## config.mk

```make
export PLATFORM = sky130hd
export DESIGN_NAME = led_mux_sequencer
export DESIGN_NICKNAME = d
export VERILOG_FILES = /design/src/rtl/led_mux_sequencer.sv
export SDC_FILE = /design/constraint.sdc
export NUM_CORES = 1
export LEC_CHECK = 0
export CORE_MARGIN = 2
export CORE_UTILIZATION = 31
export CTS_CLUSTER_DIAMETER = 200
export DETAILED_ROUTE_END_ITERATION = 10
export HOLD_SLACK_MARGIN = 0.02
export SLEW_MARGIN = 20
export SYNTH_ARGS = -nofsm -noshare
export SYNTH_HDL_FRONTEND = slang
export SYNTH_SLANG_ARGS = --single-unit
```

## constraint.sdc

```tcl
create_clock -name clk -period 2.09 [get_ports clk]
set_clock_uncertainty 0.05 [all_clocks]
set_input_delay 0.418 -clock clk [delete_from_list [all_inputs] [get_ports clk]]
set_output_delay 0.418 -clock clk [all_outputs]
set_load 0.05 [all_outputs]
```

## src/rtl/led_mux_sequencer.sv

```systemverilog
// led_mux_sequencer
//   Steps a 3-bit LED pattern select through 0..7. In run mode it advances automatically
//   every DWELL_CYCLES clocks. A debounced press of the step button also advances it.
//   The select drives a registered 6-bit pattern mux on led[7:2]. led[1] shows run mode,
//   and led[0] toggles on every advance.
//   Optional feature macro: LED_SEQ_REVERSE_EN. When it is defined, synced switch[6]=1
//   makes every advance decrement the select instead of incrementing it.
module led_mux_sequencer #(
    parameter int unsigned DWELL_CYCLES    = 50_000_000,
    parameter int unsigned DEBOUNCE_CYCLES = 1_000_000
) (
    input  logic       clk,
    input  logic       rst,
    input  logic [7:0] switch,
    input  logic       btn,
    output logic [7:0] led
);

    localparam int unsigned DWELL_W = (DWELL_CYCLES > 1) ? $clog2(DWELL_CYCLES) : 1;
    localparam int unsigned DEB_W   = (DEBOUNCE_CYCLES > 1) ? $clog2(DEBOUNCE_CYCLES) : 1;
    localparam logic [DWELL_W-1:0] DWELL_LAST = DWELL_W'(DWELL_CYCLES - 1);
    localparam logic [DEB_W-1:0]   DEB_LAST   = DEB_W'(DEBOUNCE_CYCLES - 1);

    typedef enum logic {
        IDLE = 1'b0,
        RUN  = 1'b1
    } state_e;

    logic               run_meta_q, run_s_q;
    logic               btn_meta_q, btn_s_q;
    logic               reverse;
    logic [DEB_W-1:0]   deb_cnt_q, deb_cnt_d;
    logic               deb_level_q, deb_level_d;
    logic               step_q, step_d;
    state_e             state_q, state_d;
    logic [2:0]         sel_q, sel_d;
    logic [DWELL_W-1:0] dwell_q, dwell_d;
    logic               hb_q, hb_d;
    logic               advance;
    logic [5:0]         pattern;
    logic [7:0]         led_q;

`ifdef LED_SEQ_REVERSE_EN
    logic dir_meta_q, dir_s_q;
    logic unused_switch;
    assign unused_switch = ^switch[5:0];
    assign reverse       = dir_s_q;

    // Two-flop synchronizer for the direction switch
    always_ff @(posedge clk or posedge rst) begin
        if (rst) begin
            dir_meta_q <= 1'b0;
            dir_s_q    <= 1'b0;
        end else begin
            dir_meta_q <= switch[6];
            dir_s_q    <= dir_meta_q;
        end
    end
`else
    logic unused_switch;
    assign unused_switch = ^switch[6:0];
    assign reverse       = 1'b0;
`endif

    // Two-flop synchronizers for run enable and the raw button
    always_ff @(posedge clk or posedge rst) begin
        // NOTE: non-blocking assignments here so every flop samples pre-edge values;
        // blocking would collapse the two synchronizer stages into one.
        if (rst) begin
            run_meta_q <= 1'b0;
            run_s_q    <= 1'b0;
            btn_meta_q <= 1'b0;
            btn_s_q    <= 1'b0;
        end else begin
            run_meta_q <= switch[7];
            run_s_q    <= run_meta_q;
            btn_meta_q <= btn;
            btn_s_q    <= btn_meta_q;
        end
    end

    // Debounce: accept a new level after DEBOUNCE_CYCLES consecutive differing samples
    always_comb begin
        // NOTE: defaults first so every path assigns every signal; otherwise a latch is inferred.
        deb_cnt_d   = '0;
        deb_level_d = deb_level_q;
        step_d      = 1'b0;
        if (btn_s_q != deb_level_q) begin
            if (deb_cnt_q == DEB_LAST) begin
                deb_level_d = btn_s_q;
                step_d      = btn_s_q;  // only a rising acceptance steps
            end else begin
                deb_cnt_d = deb_cnt_q + DEB_W'(1);
            end
        end
    end

    // FSM next state, dwell counter and select advance (at most one advance per cycle)
    always_comb begin
        state_d = state_q;
        sel_d   = sel_q;
        dwell_d = dwell_q;
        hb_d    = hb_q;
        advance = 1'b0;
        case (state_q)
            IDLE: begin
                dwell_d = '0;
                advance = step_q;
                if (run_s_q) state_d = RUN;
            end
            RUN: begin
                if (!run_s_q) begin
                    state_d = IDLE;
                    dwell_d = '0;
                    advance = step_q;
                end else if (step_q || (dwell_q == DWELL_LAST)) begin
                    advance = 1'b1;
                    dwell_d = '0;
                end else begin
                    dwell_d = dwell_q + DWELL_W'(1);
                end
            end
            default: state_d = IDLE;
        endcase
        if (advance) begin
            sel_d = reverse ? (sel_q - 3'd1) : (sel_q + 3'd1);
            hb_d  = ~hb_q;
        end
    end

    // Pattern mux feeding the registered output stage
    always_comb begin
        pattern = sel_q[2] ? (sel_q[0] ? 6'b101010 : 6'b000000)
                           : (sel_q[1] ? 6'b101010 : 6'b111111);
    end

    // State, debounce and output registers
    always_ff @(posedge clk or posedge rst) begin
        if (rst) begin
            deb_cnt_q   <= '0;
            deb_level_q <= 1'b0;
            step_q      <= 1'b0;
            state_q     <= IDLE;
            sel_q       <= 3'd0;
            dwell_q     <= '0;
            hb_q        <= 1'b0;
            led_q       <= 8'b1111_1100;
        end else begin
            deb_cnt_q   <= deb_cnt_d;
            deb_level_q <= deb_level_d;
            step_q      <= step_d;
            state_q     <= state_d;
            sel_q       <= sel_d;
            dwell_q     <= dwell_d;
            hb_q        <= hb_d;
            led_q       <= {pattern, (state_q == RUN), hb_q};
        end
    end

    assign led = led_q;

endmodule
```

==> qor.txt, run 1 <==
status -> finished, final reports clean
synthesized area per cell -> 10.41 um^2
Routed Wire Length -> 5.625 mm
CTS sink cnt -> 61
P&R area growth vs syn -> 17.82%
unrepaired setup endpoints after global routing -> no
final worst-path cycle share -> 95.87%
IO buf count -> 11
CTS max path bufs -> 2
DR pass1 iterations -> 4
TritonCTS buffer count -> 9
Post-synth ARST share -> 100.0%
crit start category -> flop
Final Hold Fails -> 0
mux cell area share after synthesis -> 0.7621%
# DRC -> 0
Root Driver -> clkbuf_8
sequential element share of the synthesized area -> 51.74%
Crit Path Max Fanout -> 6
Post-Synth XOR/XNOR Area -> 8.594%
num rows -> 35
FF/Latch Area -> 1529 um^2
Cell Area, Placed -> 3249 um^2
number of nets in the layout -> 322
Mapped Cells -> 284
count of final setup violators -> 0
Max Slew Vio Count -> 0
worst skew pair latency -> 0.34 ns
critical path class -> flop to flop
main combinational cell family by area after synthesis -> simple AND/OR/NAND/NOR gates
LEAKAGE -> 0.001342 uW
post-synthesis adder-cell area fraction -> 1.270%
initial antenna violation count -> 0
DRT iter0 DRCs -> 97
Die X -> 101.6 um
Compound-Gate Fraction of Synth Area -> 8.086%
Yosys cell types -> 42
area of the core -> 9240 um^2
fin crit period -> 2.004 ns
Via density -> 4.993
Yosys reg bits -> 61
measured slew at the worst slew-check pin -> 0.5010 ns
Max Cap Violations -> 0
die area -> 10330 um^2
Power Dens Cells -> 701.5 nW/um^2
Post-synth EDFFs -> 0
Crit. End Element -> flop
Starting Density -> 31.98%
R2R depth -> 5
clk slew on worst S/H paths -> 0.07 ns
HPWL Detailed -> 3.849 mm
TritonCTS clock tree -> built
cell area after layout -> 3482 um^2
largest net degree at the start of global routing -> 51
worst-case vdd ir drop -> 0.2895 mV
Max Freq -> 499.1 MHz
R2R Setup Slk -> 0.09 ns
num ports -> 19
synth warn -> 0
Layout fillers -> 892
GRT Overall Usage -> 12.40%
footprint of the multi-input gates -> 1318 um^2
Die Y-Extent -> 101.6 um
Synth Area in Simple Gates -> 25.78%
dominant synthesized flop cell -> dfrtp_1
Detail Route Antenna Nets -> 0
GPL Wtd Cong -> 0.8111
vias in the first global route -> 2197
Synth Cell Area -> 2955 um^2
Critical Path AT -> 2.22 ns
wire length per cell -> 12.73 um
CP Data Required Time -> 2.30 ns
share of layout cells above drive strength 1 -> 16.61%
syn nets -> 298
ANT cells -> 0
Remaining Overflow, GRT -> 0
first-pass GRT wire length -> 10.05 mm
H-Tree Depth -> 3
Tightest Hold Check Type -> input port to async pin
Setup TNS -> 0 ns
Max-slew headroom -> 66.50%
DR vias -> 2207
## cell usage after synthesis (3+ instances only)
master / count / area (um^2)
nor4_1: 12 / 75.07
or4_1: 11 / 82.58
ha_1: 3 / 37.54
o21ai_0: 5 / 25.02
or3_1: 7 / 43.79
nand3_1: 15 / 75.07
nand4_1: 9 / 56.30
xor2_1: 8 / 70.07
a21oi_1: 18 / 90.09
nand2_1: 13 / 48.80
xnor2_1: 21 / 183.9
nor2_1: 30 / 112.6
buf_4: 6 / 45.04
and3_1: 4 / 25.02
nor3_1: 8 / 40.04
inv_1: 11 / 41.29
dfrtp_1: 59 / 1476
o31ai_1: 9 / 67.56
## registers in the layout, summed over array words and instances, names as in the netlist
name and cells:
run_s_q 1, deb_level_q 1, deb_cnt_q 20, dwell_q 26, state_q 1, btn_s_q 1
run_meta_q 1, step_q 1, hb_q 1, led 4, btn_meta_q 1, sel_q 3
## report_power, final
group | total, uW | leakage (uW) | switching [uW] | internal [uW]
Combinational | 76.3 | 0.000405 | 49.2 | 27.1
Clock | 1160 | 0.000110 | 488 | 676
Sequential | 1200 | 0.000828 | 9.74 | 1190
## worst max-delay path, stage by stage (launching register included)
cell     delay, ns
dfrtp_1       0.39
ha_2          0.22
nand4_4       0.11
or4_4         0.57
or4_1         0.42
a21oi_1       0.17
## stage by stage
stage | power [uW] | utilization (%) | instances | hold slack (ns) | setup slack (ns)
6_report | 2443 | 37.68 | 442 | 0.2703 | 0.08640
5_1_grt | 2538 | 37.68 | 442 | 0.2742 | 0.002011
4_1_cts | 2483 | 37.58 | 441 | 0.2590 | 0.08209
3_5_place_dp | 1302 | 35.17 | 425 | 0.2847 | 0.09298
3_3_place_gp | 1300 | 35.17 | 425 | 0.2827 | 0.08428
2_1_floorplan | 1269 | - | 284 | 0.2812 | 0.1095
## layer usage
| layer | up-vias | global-route usage, % | part of all wire, % | wire length (um) |
|---|---|---|---|---|
| met4 | 0 | 4.470 | 1.4 | 81 |
| met1 | 1070 | 16.05 | 49 | 2731 |
| met2 | 42 | 18.93 | 46 | 2604 |
| met3 | 14 | 4.693 | 3.7 | 207 |
| li1 | 1081 | - | - | - |
| met5 | - | 0 | 0 | 0 |
## final cells by class
cell class,count,area share [%]
Inverter,11,1.186
Clock buffer,9,3.557
Tap cell,129,4.635
Timing Repair Buffer,23,6.037
Sequential cell,61,43.91
Multi-Input combinational cell,202,37.84
Clock inverter,7,2.839
## final timing paths
check / from / endpoint
worst max-delay path: dwell_q[0]$_DFF_PP0_ / dwell_q[22]$_DFF_PP0_
worst min-delay path: rst / run_s_q$_DFF_PP0_
worst max register to register: dwell_q[0]$_DFF_PP0_ / dwell_q[22]$_DFF_PP0_
worst min register to register: run_meta_q$_DFF_PP0_ / run_s_q$_DFF_PP0_
max in group asynchronous: rst / deb_cnt_q[10]$_DFF_PP0_
min in group clk: run_meta_q$_DFF_PP0_ / run_s_q$_DFF_PP0_
## cell usage in the layout, fill, tap and decap left out, drive strengths merged, types with 2 or more instances in the layout
cell type / n
or4: 14
bufinv: 2
clkbuf: 9
nor4: 12
nor2: 30
nor4b: 2
o31ai: 10
dfstp: 2
ha: 3
nand2: 13
or4b: 3
and3: 4
a21oi: 18
clkinv: 3
mux2: 2
or3: 8
xor2: 8
nor3: 8
clkdlybuf4s50: 5
buf: 18
or2: 2
inv: 12
and2: 2
nand4: 11
xnor2: 21
nand3b: 2
dfrtp: 59
nand3: 16
o21ai: 5
o41ai: 2
## logic make-up (layout without fill, tap and decap cells)
logic type / after synthesis / count (layout)
flip-flops: 61 / 61
buffers and inverters: 21 / 50
XOR/XNOR: 29 / 29
adder cells (fa/ha/maj): 3 / 3
AO/OA/AOI/OAI: 38 / 38
AND/OR/NAND/NOR: 130 / 130
multiplexers: 2 / 2
## what timing repair did
item / CTS / global route
resized for setup: 0 / 1
hold buffers: 0 / 0
endpoints found under the setup margin: 0 / 1
setup buffers: 0 / 1
Power figures use the tool's default switching activity.
==> run 2, diff against run 1 <==
--- a/config.mk
+++ b/config.mk
@@ -9,6 +9,7 @@
 export CORE_UTILIZATION = 31
 export CTS_CLUSTER_DIAMETER = 200
 export DETAILED_ROUTE_END_ITERATION = 10
+export GPL_ROUTABILITY_DRIVEN = 0
 export HOLD_SLACK_MARGIN = 0.02
 export SLEW_MARGIN = 20
 export SYNTH_ARGS = -nofsm -noshare
==> results of run 2 <==
The final DEF is identical to that of run 1; final timing and power are the same.
